### config.mk
export PLATFORM = sky130hd
export DESIGN_NAME = pu_rf_wb
export DESIGN_NICKNAME = d
export VERILOG_FILES = /design/src/rtl/pu_rf_wb.sv
export SDC_FILE = /design/constraint.sdc
export NUM_CORES = 1
export LEC_CHECK = 0
export CAP_MARGIN = 20
export CORE_MARGIN = 2
export CORE_UTILIZATION = 39
export DETAILED_ROUTE_END_ITERATION = 10
export GPL_ROUTABILITY_DRIVEN = 0
export SLEW_MARGIN = 30
export SYNTH_ARGS = -nofsm -noshare
export SYNTH_HDL_FRONTEND = slang
export SYNTH_SLANG_ARGS = --single-unit
### constraint.sdc
create_clock -name clk -period 3.85 [get_ports clk]
set_clock_uncertainty 0.2 [all_clocks]
set_input_delay 0.77 -clock clk [delete_from_list [all_inputs] [get_ports clk]]
set_output_delay 0.77 -clock clk [all_outputs]
set_load 0.1 [all_outputs]
### src/rtl/pu_rf_wb.sv
// Write-back arbiter for the PU register file: merges single-cycle ALU results with
// buffered out-of-order load responses, and keeps the per-register load-pending scoreboard.
module pu_rf_wb #(
  parameter int WIDTH       = 32,
  parameter int DEPTH_NBITS = 5,
  parameter int LQ_NBITS    = 2,
  parameter int STARVE_LIM  = 4,
  parameter logic [(1<<DEPTH_NBITS)-1:0] PROT_MASK = 32'h8007FF00
) (
  input  logic                        clk,
  input  logic                        rstn,
  input  logic                        alu_wr_valid,
  input  logic [DEPTH_NBITS-1:0]      alu_waddr,
  input  logic [WIDTH-1:0]            alu_wdata,
  input  logic                        ld_issue,
  input  logic [DEPTH_NBITS-1:0]      ld_issue_addr,
  input  logic                        ld_rsp_valid,
  output logic                        ld_rsp_ready,
  input  logic [DEPTH_NBITS-1:0]      ld_rsp_addr,
  input  logic [WIDTH-1:0]            ld_rsp_data,
  output logic                        rf_wr,
  output logic [DEPTH_NBITS-1:0]      rf_waddr,
  output logic [WIDTH-1:0]            rf_din,
  output logic [(1<<DEPTH_NBITS)-1:0] pend,
  output logic                        alu_stall,
  output logic                        prot_err,
  output logic                        ld_dup_err
);
  localparam int DEPTH    = 1 << DEPTH_NBITS;
  localparam int LQ_DEPTH = 1 << LQ_NBITS;
  localparam int SC_W     = $clog2(STARVE_LIM) + 1;
  localparam logic [LQ_NBITS:0] LQ_FULL = (LQ_NBITS+1)'(LQ_DEPTH);
  localparam logic [SC_W-1:0]   SC_LIM  = SC_W'(STARVE_LIM - 1);
  localparam logic [SC_W-1:0]   SC_MAX  = {SC_W{1'b1}};

  logic [DEPTH_NBITS-1:0] lq_addr_mem [LQ_DEPTH];
  logic [WIDTH-1:0]       lq_data_mem [LQ_DEPTH];

  logic [LQ_NBITS-1:0]    wr_ptr_reg, rd_ptr_reg;
  logic [LQ_NBITS:0]      count_reg, count_next;
  logic [SC_W-1:0]        starve_cnt_reg, starve_cnt_next;
  logic                   alu_stall_reg, alu_stall_next;
  logic                   rf_wr_reg, prot_err_reg, ld_dup_err_reg;
  logic [DEPTH_NBITS-1:0] rf_waddr_reg;
  logic [WIDTH-1:0]       rf_din_reg;
  logic [DEPTH-1:0]       pend_reg, pend_next;

  logic                   lq_full, lq_empty, lq_push;
  logic                   sel_alu, sel_ld, sel_any, sel_prot;
  logic [DEPTH_NBITS-1:0] head_addr, sel_addr;
  logic [WIDTH-1:0]       head_data, sel_data;

  // Readiness is taken from the registered count only, so a pop never frees a slot same-cycle.
  assign lq_full   = (count_reg == LQ_FULL);
  assign lq_empty  = (count_reg == '0);
  assign lq_push   = ld_rsp_valid & ~lq_full;
  assign head_addr = lq_addr_mem[rd_ptr_reg];
  assign head_data = lq_data_mem[rd_ptr_reg];

  assign sel_alu  = alu_wr_valid & ~alu_stall_reg;
  assign sel_ld   = ~sel_alu & ~lq_empty;
  assign sel_any  = sel_alu | sel_ld;
  assign sel_addr = sel_alu ? alu_waddr : head_addr;
  assign sel_data = sel_alu ? alu_wdata : head_data;
  assign sel_prot = PROT_MASK[sel_addr];

  always_comb begin
    count_next = count_reg;
    if (lq_push && !sel_ld)
      count_next = count_reg + 1'b1;
    else if (!lq_push && sel_ld)
      count_next = count_reg - 1'b1;
  end

  // The stall cycle guarantees a pop, so alu_stall self-clears one cycle later.
  always_comb begin
    starve_cnt_next = starve_cnt_reg;
    if (sel_ld)
      starve_cnt_next = '0;
    else if (lq_full && starve_cnt_reg != SC_MAX)
      starve_cnt_next = starve_cnt_reg + 1'b1;
    alu_stall_next = lq_full & ~sel_ld & (starve_cnt_reg >= SC_LIM);
  end

  // A new issue wins over a retiring load to the same register.
  generate
    for (genvar gi = 0; gi < DEPTH; gi++) begin : g_pend
      assign pend_next[gi] = (ld_issue && ld_issue_addr == DEPTH_NBITS'(gi)) |
                             (pend_reg[gi] & ~(sel_ld && head_addr == DEPTH_NBITS'(gi)));
    end
  endgenerate

  always_ff @(posedge clk) begin
    if (lq_push) begin
      lq_addr_mem[wr_ptr_reg] <= ld_rsp_addr;
      lq_data_mem[wr_ptr_reg] <= ld_rsp_data;
    end
  end

  always_ff @(posedge clk or negedge rstn) begin
    if (!rstn) begin
      wr_ptr_reg     <= '0;
      rd_ptr_reg     <= '0;
      count_reg      <= '0;
      starve_cnt_reg <= '0;
      alu_stall_reg  <= 1'b0;
      rf_wr_reg      <= 1'b0;
      rf_waddr_reg   <= '0;
      rf_din_reg     <= '0;
      pend_reg       <= '0;
      prot_err_reg   <= 1'b0;
      ld_dup_err_reg <= 1'b0;
    end else begin
      if (lq_push) wr_ptr_reg <= wr_ptr_reg + 1'b1;
      if (sel_ld)  rd_ptr_reg <= rd_ptr_reg + 1'b1;
      count_reg      <= count_next;
      starve_cnt_reg <= starve_cnt_next;
      alu_stall_reg  <= alu_stall_next;
      rf_wr_reg      <= sel_any & ~sel_prot;
      prot_err_reg   <= sel_any & sel_prot;
      if (sel_any) begin
        rf_waddr_reg <= sel_addr;
        rf_din_reg   <= sel_data;
      end
      pend_reg       <= pend_next;
      ld_dup_err_reg <= ld_issue & pend_reg[ld_issue_addr];
    end
  end

  assign ld_rsp_ready = ~lq_full;
  assign rf_wr        = rf_wr_reg;
  assign rf_waddr     = rf_waddr_reg;
  assign rf_din       = rf_din_reg;
  assign pend         = pend_reg;
  assign alu_stall    = alu_stall_reg;
  assign prot_err     = prot_err_reg;
  assign ld_dup_err   = ld_dup_err_reg;
endmodule

==> results of run 1 <==
==> worst min path at each step <==
| stage | from | to | slack, ps |
|---|---|---|---|
| 2_1_floorplan | rstn | alu_stall$_DFF_PN0_ | 270 |
| 3_3_place_gp | count_reg[2]$_DFFE_PN0P_ | count_reg[2]$_DFFE_PN0P_ | 300 |
| 3_5_place_dp | count_reg[2]$_DFFE_PN0P_ | count_reg[2]$_DFFE_PN0P_ | 310 |
| 4_1_cts | rstn | count_reg[2]$_DFFE_PN0P_ | 150 |
| 5_1_grt | rstn | alu_stall$_DFF_PN0_ | 180 |
| 6_report | rstn | alu_stall$_DFF_PN0_ | 140 |
==> through the flow <==
step           hold WS (ps)  cells  area [um^2]   util  worst slack, ps
2_1_floorplan           274    620         9310      -              950
3_3_place_gp            297   1078        11300  0.481              659
3_5_place_dp            310   1078        11300  0.481              619
4_1_cts                 152   1122        12200  0.520              750
5_1_grt                 179   1122        12200  0.520              689
6_report                141   1122        12200  0.520              766
==> kinds of logic (layout without fill, tap and decap cells) <==
kind of cell             Yosys count  count (layout)  synth area share
flip-flops                       231             231             0.700
AND/OR/NAND/NOR                  172             172            0.0786
AO/OA/AOI/OAI                    113             113            0.0684
multiplexers                      50              50             0.116
buffers and inverters             38             221            0.0168
adder cells (fa/ha/maj)            9               9            0.0129
XOR/XNOR                           7               7           0.00658
==> placed cells by master, fill, tap and decap left out, types with 8 or more instances in the layout <==
cell,synthesis,final
clkdlybuf4s50_1,0,152
edfxtp_1,148,148
nand2_1,89,88
dfrtp_1,83,81
o21ai_0,62,62
nor2_1,49,49
mux4_2,45,45
a31oi_1,36,36
clkbuf_16,0,25
buf_4,0,15
ha_1,8,8
==> Yosys cell counts, types with 2 or more instances <==
library cell | count | share of area
mux4_2 | 45 | 0.11
a21oi_1 | 3 | 0.0016
dfrtp_1 | 83 | 0.22
and3_1 | 5 | 0.0034
buf_2 | 5 | 0.0027
or2_2 | 2 | 0.0013
ha_1 | 8 | 0.011
a31oi_1 | 36 | 0.024
and2_1 | 2 | 0.0013
nand3_1 | 2 | 0.0011
nand2_1 | 89 | 0.036
clkbuf_1 | 21 | 0.0085
xnor2_1 | 5 | 0.0047
nor2b_1 | 4 | 0.0027
nand2b_1 | 8 | 0.0054
mux2_2 | 3 | 0.0036
nand4b_1 | 2 | 0.0019
o22ai_1 | 4 | 0.0027
xor2_1 | 2 | 0.0019
edfxtp_1 | 148 | 0.48
a211oi_1 | 2 | 0.0016
buf_1 | 4 | 0.0016
or3_1 | 2 | 0.0013
o21ai_0 | 62 | 0.033
o31ai_1 | 5 | 0.0040
nor3_1 | 3 | 0.0016
inv_1 | 7 | 0.0028
nor2_1 | 49 | 0.020
==> metal layers <==
metal	up-vias	share of wire	routed length (um)	track usage
li1	2672	-	-	-
met1	3016	0.40	9020	0.230
met2	252	0.49	11000	0.306
met3	43	0.084	1890	0.0463
met4	2	0.020	439	0.0506
met5	-	0.00049	11	0
==> cell type report <==
type | instances | area [um^2]
fillers | 1892 | 11300
inverters | 7 | 26.3
flip-flops and latches | 231 | 6520
clock inverters | 12 | 211
repair buffers | 170 | 1690
well taps | 319 | 399
clock buffers | 32 | 702
multi-input cells | 351 | 2650
==> impl.org, run 1 <==
** Timing
- Final-report max-slew violation count :: 0
- Fin. Hold Viols :: 0
- Sum Neg Setup Slack :: 0 ps
- Normalized max-slew margin :: 0.324
- Setup repair after global routing left no endpoint under its margin.
- Dividing the final minimum period by the clock period gives 0.801.
- Upper clock frequency limit :: 0.324 GHz
- Slew at the pin closest to its max-slew limit :: 1010 ps
- Final setup fails :: 0
- Final critical-path required period :: 3080 ps

** Clock network
- H-tree depth reported by CTS :: 1
- Setup bufs post-CTS :: 0
- The tree is rooted in a clkbuf_16.
- Count of cells resized by post-cts repair :: 0
- Clock tree from TritonCTS :: yes
- For the worst-skew pair, the clock arrives at the later sink with an insertion delay of 510 ps.
- Counting along the longest clock path gives a buffer depth of 3.
- Clock transition at path regs :: 60 ps
- Number of clock sinks :: 231
- Number of buffers created by CTS :: 25
- CTS Hold Bufs :: 0

** Route
- Summing over every cut layer, the via total after detailed routing is 5985.
- Mean number of vias per cell :: 5.33
- Number of nets with antenna violations after routing :: 0
- Number of DRC violations after detailed routing :: 0
- After detailed routing, the average wire length per cell comes to 19.9 um.
- Detailed-routing iteration count for the pre-antenna-repair pass :: 5
- Final wirelength :: 22400 um
- Number of DRC markers in iteration 0 :: 337

** Setup path
- Critical path depth :: 1
- The worst register-to-register path begins at count_reg[0]$_DFFE_PN0P_.
- The largest single stage delay on the critical path is 1170 ps.
- Worst setup path end :: pend[16]
- The endpoint identified for the worst register-to-register timing path is count_reg[2]$_DFFE_PN0P_.
- The worst setup path is launched from a flip-flop.
- Required time reported for the critical path endpoint :: 2880 ps
- Buffers and inverters on the worst path :: 1
- Highest-delay cell along the critical path :: clkdlybuf4s50_1
- Across all register-to-register paths, the minimum setup slack is 1100 ps.
- Maximum fanout count along the critical path :: 3
- The worst register-to-register path has a depth of 9.
- The signal on the critical path passes through clkdlybuf4s50_1.
- STA puts the critical path data arrival time at 2110 ps.
- Family with the most delay on the worst path :: buffers and inverters
- Crit path from :: pend[16]$_DFF_PN0_
- STA classifies the critical path endpoint as a primary output.
- The worst setup path is of the reg -> out kind.

** Die
- Std-Cell Core Area :: 23500 um^2
- Total Die Area :: 25100 um^2
- The floorplan step set the die width to 159 um.
- 158 I/O pins were placed.
- Measured along the y axis, the die boundary spans 159 um.
- The initial utilization of the core area, before any placement, comes to 0.397.
- The floorplan has 56 rows.

** Synth
- Synthesis instantiated 37 different standard cells from the library.
- The most used flip-flop cell after synthesis is edfxtp_1.
- #FFs+latches synth :: 231
- Each instance of the synthesized netlist takes up on average 15.0 um^2.
- Synth warn :: 0
- Of the synthesized area, sequential elements account for 0.700.
- In this run the cell area of the synthesized design comes to 9310 um^2.
- Gate Count Post-Synth :: 620
- Synthesized net count :: 713
- After synthesis, the share of flip-flops with an asynchronous set or reset is 0.359.
- Post-synth EDFFs :: 148

** Global routing
- Remaining global-route overflow :: 0
- The first global-routing pass estimated 34600 um of wire.
- Total GRT Usage :: 0.180
- Entering global routing, the biggest net connects 84 pins.
- Initial antenna violation count :: 2
- Vias in the first global route :: 6290

** Placed design
- Detail Placement HPWL :: 14600 um
- The count of buffers added on input and output ports is 157.

** Layout
- The number of antenna diodes in the final layout is 0.
- From synthesis to final layout, the design area changed by 31.0%.
- The register with the most flip-flops in the layout has 128 of them.
- Nets :: 879
- In the final layout, the share of cells above drive strength 1 is 0.147.

** Run
- Count of maximum capacitance violations :: 0

** Worst hold path
- In this run the worst hold path is classified as in -> async.

** Status
- Run status :: finished, final reports clean
Power of run 1 is not shown: default switching activity piles up to over one toggle a cycle in this logic, so the estimate is an artifact.
==> run 2, diff against run 1 <==
==> constraint.sdc (replaced) <==
create_clock -name clk -period 2.7 [get_ports clk]
set_clock_uncertainty 0.2 [all_clocks]
set_input_delay 0.54 -clock clk [delete_from_list [all_inputs] [get_ports clk]]
set_output_delay 0.54 -clock clk [all_outputs]
set_load 0.1 [all_outputs]
==> run 2 against run 1 <==
Effect of this change:
- register-to-register slack worse by 660 ps
- first-iteration DRC count increased by 7.4%
- worst setup slack got worse by 340 ps
- core utilization fell by 0.18 points
- hold slack gained 140 ps
- via count about the same
- wire length decreased by 1.6%
- global-route usage is 0.21 points lower
- critical path type unchanged
- critical endpoint is now ld_rsp_ready
- largest cell class unchanged
- highest routed layer is now met4
==> impl.org, run 2 (synthesized netlist as in run 1, its figures left out) <==
** Status
- Run status :: finished, final reports clean

** Setup path
- The worst register-to-register path ends at pend[28]$_DFF_PN0_.
- Highest-delay cell along the critical path :: dfrtp_1
- Buffers and inverters on the worst path :: 1 (unchanged)
- The flop-to-flop setup slack is 440 ps (-660 ps).
- Family with the most delay on the worst path :: flip-flops
- In this run the critical register-to-register path is launched from rd_ptr_reg[0]$_DFFE_PN0P_.
- Maximum fanout count along the critical path :: 9 (+6)
- Type of origin of the critical path :: flip-flop
- Number of cells traversed by the worst register-to-register path :: 4 (-5)
- Critical path arrival :: 1530 ps (-580 ps)
- The biggest cell delay along the critical path was 450 ps (-720 ps).
- Series of cell instances along the critical path :: nor2_1, nand2_2, buf_4
- Kind of end point of the critical path :: primary output
- The required time of the worst setup path is 1960 ps (-920 ps).
- The worst setup path is of the reg -> out kind.

** Global routing
- The maximum number of pins on one net before global-route repair is 63 (-25%).
- Remaining global-route overflow :: 0 (unchanged)
- First-pass GRT wire length :: 34400 um (-0.70%)
- The number of global-route vias before repair was 6243 (-0.75%).
- The initial antenna violation count is 1 (-1).
- Total GRT Usage :: 0.178 (-0.00212)

** Clock network
- The deepest level of the CTS H-tree came to 1 (unchanged).
- Number of buffers created by CTS :: 25 (unchanged)
- The number of buffers on the longest clock path is 3 (unchanged).
- The CTS sink count is 231 (unchanged).
- The tree is rooted in a clkbuf_16.
- Clock tree from TritonCTS :: yes
- Clock transition at path regs :: 70 ps (about the same)
- The insertion delay of the later-clocked pin in the worst-skew pair came to 500 ps (about the same).
- The post-CTS setup buffer count came to 0 (unchanged).

** Timing
- Part of the cycle the worst path needs :: 0.840
- The worst path in the final design needs a cycle of 2270 ps, including I/O delays and setup.
- The accumulated negative setup slack came to 0 ps (unchanged).
- RSZ-0062 raised after global routing :: false
- The final-report hold violation count is 0 (unchanged).
- The worst slew margin relative to its limit was 0.665 (+0.341).
- The final worst-path setup slack was 431 ps (-335 ps).
- For this run, the top clock speed supported by timing is 0.441 GHz.
- Final-report max-slew violation count :: 0 (unchanged)
- Final setup fails :: 0 (unchanged)
- Slew at the pin closest to its max-slew limit :: 502 ps (-509 ps)

** Layout
- The register cell area after layout was 6530 um^2 (about the same).
- The area used by multi-input combinational logic came to 2650 um^2 (about the same).
- The library cell used most frequently in the layout, excluding fill and tap cells, is edfxtp_1.
- Leaving out fill and tap cells, the most frequent cells in the layout are edfxtp_1, buf_4, nand2_1, clkdlybuf4s50_1, dfrtp_1.
- The fraction of final layout cells sized beyond drive strength 1 came to 0.244 (+0.0969).
- From synthesis to final layout, the design area changed by 30.6%.
- # fillers :: 1991 (+5.2%)
- The number of flip-flops under the largest register name came to 128 (unchanged).
- The final standard cell count with taps included and fillers excluded came to 1136 (+1.2%).
- The count of nets after finishing is 891 (+1.4%).

** Placed design
- The number of instances in the placed design was 1089 (+1.0%).
- Number of port buffers :: 157 (unchanged)
- The half-perimeter wire length of the detailed placement result is 14600 um (-0.17%).
- Worst slack after detailed placement :: 13.3 ps (-606 ps)

** Route
- The overall via count from detail_route was 5987 (+0.033%).
- Number of DRC violations after detailed routing :: 0 (unchanged)
- The DRC violation total after the first TritonRoute iteration came to 362 (+7.4%).
- Number of nets with antenna violations after routing :: 0 (unchanged)
- Final wirelength :: 22000 um (-1.6%)
- Detailed-routing iteration count for the pre-antenna-repair pass :: 5 (unchanged)
- The routed length per instance is 19.4 um (-2.8%).
- Mean number of vias per cell :: 5.27 (-1.2%)

** Die
- Total Die Area :: 25100 um^2 (unchanged)
- Row Count :: 56 (unchanged)
- The area of the core came to 23500 um^2 (unchanged).
- The initial standard-cell utilization of the core came to 0.397 (unchanged).
- The die width came to 159 um (unchanged).
- Number of primary I/O pins :: 158 (unchanged)
- Floorplan die height :: 159 um (unchanged)

** Worst hold path
- The min-delay analysis places its worst path in the category in -> async.

** Run
- The number of max-cap violations was 0 (unchanged).
[run 2: cell types whose count changed in the layout (fill, tap and decap cells not counted), moves of 2 or more]
cell | previous run | this run
clkbuf_1 | 2 | 6
clkdlybuf4s50_1 | 152 | 82
buf_4 | 15 | 93
clkbuf_8 | 5 | 3
buf_12 | 2 | 6
[run 2: through the flow]
| step | hold slack, ps | cell area, um^2 | util |
|---|---|---|---|
| detailed placement | 266 | 11200 | 0.479 |
| global route | 297 | 12200 | 0.518 |
| global placement | 258 | 11200 | 0.479 |
| finish | 283 | 12200 | 0.518 |
| floorplan | 44.4 | 9320 | - |
| CTS | 283 | 12200 | 0.518 |
[run 2: per-layer routing]
layer,share of wire,vias up,GRT usage
met3,0.081,33,0.0406
met1,0.42,3004,0.236
met2,0.48,259,0.300
met5,0,-,0
met4,0.018,0,0.0463
li1,-,2691,-
[run 2: timing repair]
| item | in CTS | in global routing |
|---|---|---|
| gates resized for setup | 0 | 0 |
| hold buffers | 1 | 0 |
| hold endpoints to repair | 21 | 0 |
[run 2: final cells by class]
cell class | count | share of cell area
diodes | 1 | 0.000206
clock buffers | 34 | 0.0567
clock inverters | 11 | 0.0174
inverters | 7 | 0.00216
multi-input cells | 351 | 0.218
flip-flops and latches | 231 | 0.537
well taps | 319 | 0.0328
repair buffers | 182 | 0.136
[run 2: how the worst max path moves through the flow]
stage | startpoint | end | slack [ps] | cells past startpoint
floorplan | alu_stall$_DFF_PN0_ | count_reg[2]$_DFFE_PN0P_ | 110 | 10
global placement | ld_issue_addr[0] | ld_dup_err$_DFF_PN0_ | 20 | 7
detailed placement | alu_wr_valid | count_reg[2]$_DFFE_PN0P_ | 10 | 10
CTS | count_reg[0]$_DFFE_PN0P_ | ld_rsp_ready | 410 | 3
global route | rd_ptr_reg[0]$_DFFE_PN0P_ | pend[2]$_DFF_PN0_ | 290 | 6
finish | count_reg[0]$_DFFE_PN0P_ | ld_rsp_ready | 430 | 3
Power of run 2 is left out for the same reason.
